**src/rtl/pid_uk_accum.sv**
```systemverilog
// pid_uk_accum
// Sequencer for an incremental PID calculator. On each accepted measurement it
// forms a clamped, deadbanded error, shifts the ek0/ek1/ek2 history, captures
// the calculator's increment d_uk, scales it by an arithmetic right shift and
// accumulates it into a clamped absolute control value uk.
//
// Ports:
//   sys_clk     system clock, rising edge
//   sys_rst_n   synchronous active-low reset
//   pid_en      loop enable; low aborts any sequence and clears the history
//   meas_valid  one-cycle strobe for a new measurement
//   meas        measured position (unsigned 10b)
//   setpoint    target position (unsigned 10b)
//   ek0/ek1/ek2 signed error history driving the calculator
//   d_uk        signed increment from the combinational calculator
//   uk          absolute control value (unsigned 12b)
//   uk_valid    one-cycle pulse when uk updates
//   busy        high while the sequencer is not idle
//   drop_cnt    saturating count of strobes dropped while busy
module pid_uk_accum #(
  parameter int UK_INIT  = 2048,
  parameter int UK_MIN   = 0,
  parameter int UK_MAX   = 4095,
  parameter int DEADBAND = 2,
  parameter int SHIFT    = 3
) (
  input  logic               sys_clk,
  input  logic               sys_rst_n,
  input  logic               pid_en,
  input  logic               meas_valid,
  input  logic [9:0]         meas,
  input  logic [9:0]         setpoint,
  output logic signed [9:0]  ek0,
  output logic signed [9:0]  ek1,
  output logic signed [9:0]  ek2,
  input  logic signed [14:0] d_uk,
  output logic [11:0]        uk,
  output logic               uk_valid,
  output logic               busy,
  output logic [7:0]         drop_cnt
);

  typedef enum logic [1:0] {S_IDLE, S_SHIFT, S_CAPT, S_ACC} state_t;

  localparam logic signed [10:0] E_HI   = 11'sd511;
  localparam logic signed [10:0] E_LO   = -11'sd512;
  localparam logic signed [10:0] DB     = 11'(DEADBAND);
  localparam logic signed [16:0] UK_LO  = 17'(UK_MIN);
  localparam logic signed [16:0] UK_HI  = 17'(UK_MAX);
  localparam logic [11:0]        UK_RST = 12'(UK_INIT);

  state_t state, nxt;

  logic signed [10:0] e_raw;
  logic signed [9:0]  e_proc;
  logic signed [9:0]  e_r;
  logic signed [14:0] d_r;
  logic signed [14:0] d_sh;
  logic signed [16:0] sum;
  logic [11:0]        uk_nxt;

  // Error path: widen both operands so the difference never overflows,
  // clamp to the 10-bit history range, then apply the deadband.
  always_comb begin
    e_raw = $signed({1'b0, setpoint}) - $signed({1'b0, meas});
    if (e_raw >= -DB && e_raw <= DB) e_proc = '0;
    else if (e_raw > E_HI)           e_proc = 10'sd511;
    else if (e_raw < E_LO)           e_proc = -10'sd512;
    else                             e_proc = e_raw[9:0];
  end

  // Accumulate path: >>> on a signed operand floors toward -inf.
  always_comb begin
    d_sh = d_r >>> SHIFT;
    sum  = $signed({5'b0, uk}) + $signed({{2{d_sh[14]}}, d_sh});
    if (sum < UK_LO)      uk_nxt = UK_LO[11:0];
    else if (sum > UK_HI) uk_nxt = UK_HI[11:0];
    else                  uk_nxt = sum[11:0];
  end

  always_ff @(posedge sys_clk) begin
    if (!sys_rst_n) state <= S_IDLE;
    else            state <= nxt;
  end

  // Disable takes priority over every transition.
  always_comb begin
    nxt = state;
    if (!pid_en) nxt = S_IDLE;
    else begin
      case (state)
        S_IDLE:  if (meas_valid) nxt = S_SHIFT;
        S_SHIFT: nxt = S_CAPT;
        S_CAPT:  nxt = S_ACC;
        S_ACC:   nxt = S_IDLE;
        default: nxt = S_IDLE;
      endcase
    end
  end

  always_ff @(posedge sys_clk) begin
    if (!sys_rst_n) begin
      ek0      <= '0;
      ek1      <= '0;
      ek2      <= '0;
      e_r      <= '0;
      d_r      <= '0;
      uk       <= UK_RST;
      uk_valid <= 1'b0;
      drop_cnt <= '0;
    end else begin
      uk_valid <= 1'b0;
      if (pid_en && meas_valid && state != S_IDLE && drop_cnt != 8'hff)
        drop_cnt <= drop_cnt + 8'd1;
      if (!pid_en) begin
        ek0 <= '0;
        ek1 <= '0;
        ek2 <= '0;
      end else begin
        case (state)
          S_IDLE:  if (meas_valid) e_r <= e_proc;
          S_SHIFT: begin
            ek2 <= ek1;
            ek1 <= ek0;
            ek0 <= e_r;
          end
          // Calculator is combinational on ek*, so d_uk has settled a full
          // cycle after the history shift.
          S_CAPT:  d_r <= d_uk;
          S_ACC: begin
            uk       <= uk_nxt;
            uk_valid <= 1'b1;
          end
          default: ;
        endcase
      end
    end
  end

  assign busy = (state != S_IDLE);

endmodule

```
**config.mk**
```make
export PLATFORM = sky130hd
export DESIGN_NAME = pid_uk_accum
export DESIGN_NICKNAME = d
export VERILOG_FILES = /design/src/rtl/pid_uk_accum.sv
export SDC_FILE = /design/constraint.sdc
export NUM_CORES = 1
export LEC_CHECK = 0
export ABC_CLOCK_PERIOD_IN_PS = 3660
export CELL_PAD_IN_SITES_DETAIL_PLACEMENT = 1
export CELL_PAD_IN_SITES_GLOBAL_PLACEMENT = 1
export CORE_ASPECT_RATIO = 2
export CORE_MARGIN = 2
export CORE_UTILIZATION = 38
export CTS_CLUSTER_SIZE = 40
export DETAILED_ROUTE_END_ITERATION = 12
export GPL_TIMING_DRIVEN = 0
export PLACE_DENSITY = 0.92
export SLEW_MARGIN = 20
export SYNTH_ARGS = -nofsm -noshare
export SYNTH_HDL_FRONTEND = slang
export SYNTH_SLANG_ARGS = --single-unit
```
**constraint.sdc**
```tcl
create_clock -name sys_clk -period 3.66 [get_ports sys_clk]
set_input_delay 0.732 -clock sys_clk [delete_from_list [all_inputs] [get_ports sys_clk]]
set_output_delay 0.732 -clock sys_clk [all_outputs]
set_load 0.01 [all_outputs]
```
======== Yosys cells after proc, flatten, opt, wreduce, memory -nomap -nowiden ========
Index checks and enable logic that the tools add are counted.
storage, ports and cells
  bits in registers ....................... 78
  bits of input ports ..................... 39
  output and inout port bits .............. 52
  word-level logic and storage cells ...... 41
operators by class
  add/sub/neg operators ................... 3
  order comparisons ....................... 6
  equal/unequal tests ..................... 5
  mux-type cells .......................... 8
  reductions and logical operators ........ 10
operator list
  operator              number
  $mux 10               3
  $mux 12               2
  $add 13x12->14        1
  $gt 14x13->1 const B  1
  $lt 14x1->1 const B   1
  $ge 11x2->1 const B   1
  $gt 11x10->1 const B  1
  $le 11x3->1 const B   1
  $lt 11x10->1 const B  1
  $sub 10x10->11        1
  $add 8x1->8 const B   1
  $ne 8x8->1 const B    1
  $pmux 2 s4            1
  $reduce_and 2->1      3
  $eq 2x2->1 const B    2
  $logic_and 1x1->1     4
  $reduce_and 3->1      1
  $eq 2x1->1 const B    1
  $logic_not 2->1       1
  $mux 2                1
  $ne 2x2->1 const B    1
  $reduce_bool 2->1     1
  $mux 1                1

======== Logic depth before layout (Yosys ltp) ========
  word-level depth ........................ 5
  mapped depth ............................ 12
  gate-level depth less buffers ........... 11

======== Worst setup path before layout ========
OpenSTA, ideal clock, no wires.
  kind .................................... input-to-reg
  from .................................... in setpoint[0]
  to ...................................... reg e_r[0]
  setup time .............................. 0.117 ns
  arrival ................................. 2.740 ns
  path slack .............................. 0.803 ns
  stages .................................. 11
  cells stage by stage .................... inv_1 ha_1 fa_1 nor2b_1 o31a_1 a21oi_1 a211oi_1 nand4_1 o2111a_1 a21o_1 a22o_1
on the way
  word-level cells in the longest chain between the ends .. 5
RTL lines
  item                  RTL line  source
  from (decl)           32        input logic [9:0] setpoint,
  $sub 10x10->11 (*)    65        e_raw = $signed({1'b0, setpoint}) - $signed({1'b0, meas});
  $lt 11x10->1          68        else if (e_raw < E_LO) e_proc = -10'sd512;
  $mux 10               68
  $mux 10               67        else if (e_raw > E_HI) e_proc = 10'sd511;
  $mux 10 (*)           66        if (e_raw >= -DB && e_raw <= DB) e_proc = '0;
  to (signal assigned)  121       S_IDLE: if (meas_valid) e_r <= e_proc;
  to (decl)             56        logic signed [9:0] e_r;
Mark *: on every way between the ends. The rest lies on a longest branch, timed or not.
A chain may end at the register's enable or synchronous reset.

======== Worst setup path after layout ========
  from .................................... reg uk[0]
  to ...................................... reg uk[10]
on the way
  word-level cells in the longest chain between the ends .. 4
RTL lines
  item                    RTL line  source
  from (decl)             37        output logic [11:0] uk,
  from (signal assigned)  131       uk <= uk_nxt;
  $add 13x12->14 (*)      75        sum = $signed({5'b0, uk}) + $signed({{2{d_sh[14]}}, d_sh});
  $gt 14x13->1            77        else if (sum > UK_HI) uk_nxt = UK_HI[11:0];
  $mux 12                 77
  $mux 12 (*)             76        if (sum < UK_LO) uk_nxt = UK_LO[11:0];
Marks and branches as above.

==> results.sh <==
export IMPL_fillers=1278
export IMPL_holdPathStages=2
export IMPL_synth_cells=463
export IMPL_slowest_stage="a2111oi_1"
export IMPL_cp_max_fo=10
export IMPL_grt_setup_unrepaired="false"
export IMPL_finish_net_count=630
export IMPL_grt_usage_pct=23.2
export IMPL_die_area_um2=11600
export IMPL_min_delay_start="e_r[5]"
export IMPL_r2r_end="uk[10]"
export IMPL_htree_levels=3
export IMPL_synth_top_area_share_pct=37.0
export IMPL_reg2reg_slack_ns=0.20
export IMPL_pin_count=91
export IMPL_p_leak_nw=2.07
export IMPL_start_kind="register"
export IMPL_dr_pass1_iters=4
export IMPL_powerDensity_nw_per_um2=375
export IMPL_max_freq_ghz=0.289
export IMPL_synth_area_leaders="dfxtp_1 37%, ha_1 8.6%, mux2i_1 8.1%"
export IMPL_crit_path_end_kind="register"
export IMPL_cts_tree="built"
export IMPL_finClkSkew_ns=0.00864
export IMPL_first_global_vias=4339
export IMPL_postSynthRegisterBits=75
export IMPL_yosys_warnings=0
export IMPL_crit_arrival_ns=3.74
export IMPL_synth_edf_count=0
export IMPL_critPathMaxStageDelay_ns=0.56
export IMPL_wl_per_cell_um=18.7
export IMPL_reg2reg_from="uk[0]"
export IMPL_final_seq_area_um2=1500
export IMPL_syn_nets=532
export IMPL_clk_latency_ns=0.35
export IMPL_min_to="e_r[5]"
export IMPL_hpwl_mm=10.1
export IMPL_cpLargestDelayFamily="compound AO/OA/AOI/OAI gates"
export IMPL_worst_path_stages=12
export IMPL_antenna_found_initial=0
export IMPL_cts_made_buffers=9
export IMPL_syn_area_um2=4060
export IMPL_hold_viol=0
export IMPL_power_mw=2.03
export IMPL_cp_required_ns=3.93
export IMPL_die_w_um=77.1
export IMPL_status="complete, no violations"
export IMPL_grt_max_degree=16
export IMPL_ir_worst_vdd_v=0.000242
export IMPL_synth_largest_area_cell="dfxtp_1"
export IMPL_via_count=3860
export IMPL_start_util_pct=38.8
export IMPL_relSlewSlack_pct=49.3
export IMPL_multi_input_area_um2=2400
export IMPL_ys_seq_area_share_pct=37.0
export IMPL_grt_overflow=0
export IMPL_r2r_cells=12
export IMPL_min_period_over_period_pct=94.7
export IMPL_fin_crit_ns=3.46
export IMPL_postCtsSetupBuffers=0
export IMPL_cts_repair_resized=0
export IMPL_slew_violations=0
export IMPL_synth_ff_type="dfxtp_1"
export IMPL_syn_avg_cell_area_um2=8.77
export IMPL_final_common_cell="clkdlybuf4s50_1"
export IMPL_cts_sinks=75
export IMPL_rows=53
export IMPL_place_congestion=0.906
export IMPL_place_ws_ns=-0.0695
export IMPL_ctsHoldBuffers=0
export IMPL_worst_slack_ns=0.196
export IMPL_crit_type="reg -> reg"
export IMPL_synthArstFlopShare_pct=0
export IMPL_route_detailed_drc=0
export IMPL_crit_chain="ha_1 -> inv_1 -> fa_1 -> nand2b_1 -> a21oi_2 -> o311ai_4 -> a2111oi_1 -> o21ai_0 -> mux2i_2 -> buf_6 -> o21ai_1 -> a21boi_1"
export IMPL_syn_to_final_growth_pct=33.2
export IMPL_drt_iter0_markers=87
export IMPL_core_area_um2=10500
export IMPL_setup_viol=0
export IMPL_worst_pin_slew_ns=0.761
export IMPL_port_buffers=87
export IMPL_synth_cell_types=59
export IMPL_antenna_cells=0
export IMPL_crit_buf_inv=2
export IMPL_hp_class="reg -> reg"
export IMPL_die_h_um=150
export IMPL_fin_util_pct=51.6
export IMPL_cts_buffer_depth=2
export IMPL_grt_pass1_wl_mm=21.1
export IMPL_routed_wl_mm=13.1
export IMPL_root_buffer="clkbuf_16"
export IMPL_layout_common_cells="87 x clkdlybuf4s50_1, 75 x dfxtp_1, 60 x nand2_1"
export IMPL_cap_violations=0
export IMPL_startpoint="uk[0]"
export IMPL_final_antenna_net_count=0
export IMPL_drive_above_1_share_pct=5.12
export IMPL_vias_per_cell=5.49
export IMPL_clkTransAtPathRegs_ns=0.07
registers in the layout (all words and copies together) (netlist names):
| signal | flops |
|---|---|
| ek2 | 10 |
| e_r | 10 |
| d_r | 12 |
| uk_valid | 1 |
| uk | 12 |
| state | 2 |
| drop_cnt | 8 |
| ek1 | 10 |
| ek0 | 10 |
cells in the mapped netlist (2+ instances only):
cell type,count
dfxtp_1,75
nand2_1,60
nor2_1,47
mux2i_1,33
ha_1,28
inv_1,24
a21oi_1,17
o21ai_1,17
a21boi_0,13
o21ai_0,12
clkbuf_1,10
xnor2_1,10
a21boi_1,9
and2_1,9
nand2b_1,8
nand3_1,8
a22o_1,7
buf_1,6
nand4_1,6
o21a_1,5
a21o_1,4
nor2b_1,4
or3_1,4
xor2_1,4
a211oi_1,3
and3_1,2
fa_1,2
nor3_1,2
o2111a_1,2
o2111ai_1,2
o31ai_2,2
worst max-delay path by stage:
stage	endpoint	slack, ns
CTS	uk[10]	0.23
global placement	e_r[1]	-0.01
detailed placement	e_r[3]	-0.07
finish	uk[10]	0.20
global route	uk[10]	0.009
floorplan	e_r[0]	0.80
layer usage:
metal	GRT usage [%]	part of all wire, %
met2	48.4	60
met4	14.6	4.6
met3	3.00	3.3
met5	0	0
met1	19.8	32
worst register-to-register path, stage by stage, from the launching register on:
cell and delay, ns:
dfxtp_1 0.37, ha_1 0.22, inv_1 0.07, fa_1 0.40
nand2b_1 0.23, a21oi_2 0.32, o311ai_4 0.14, a2111oi_1 0.56
o21ai_0 0.23, mux2i_2 0.35, buf_6 0.22, o21ai_1 0.08
a21boi_1 0.18
per-stage QoR:
step,TNS [ns],hold WS [ns],area (µm²),instances
floorplan,0,0.425,4060,463
global placement,-0.0622,0.439,5100,687
detailed placement,-0.421,0.468,5100,687
CTS,0,0.477,5410,703
global route,0,0.496,5410,703
finish,0,0.470,5410,703
cell type report:
class | count | share of cell area [%]
Clock buffer | 9 | 4.16
Multi-Input combinational cell | 347 | 44.4
Clock inverter | 7 | 1.48
Timing Repair Buffer | 87 | 16.1
Inverter | 24 | 1.67
Sequential cell | 75 | 27.8
Tap cell | 137 | 3.17
Buffer | 17 | 1.32
power by group:
group          total [mW]  leakage (nW)  internal [mW]  switching, mW
Combinational       0.264          1.32          0.123          0.141
Sequential          0.840         0.605          0.831        0.00958
Clock               0.922         0.149          0.539          0.383
Total                2.03          2.07           1.49          0.534
kinds of logic after synthesis:
kind of cell,count (synthesis),synth area share [%]
DFF,75,37.0
AOI/OAI and AO/OA,110,19.8
xor gates and xnor gates,14,3.02
muxes,34,8.47
buffers and inverters,41,3.97
adders and majority gates,31,9.86
and+or+nand+nor,158,17.9
(Power assumes the default switching activity.)
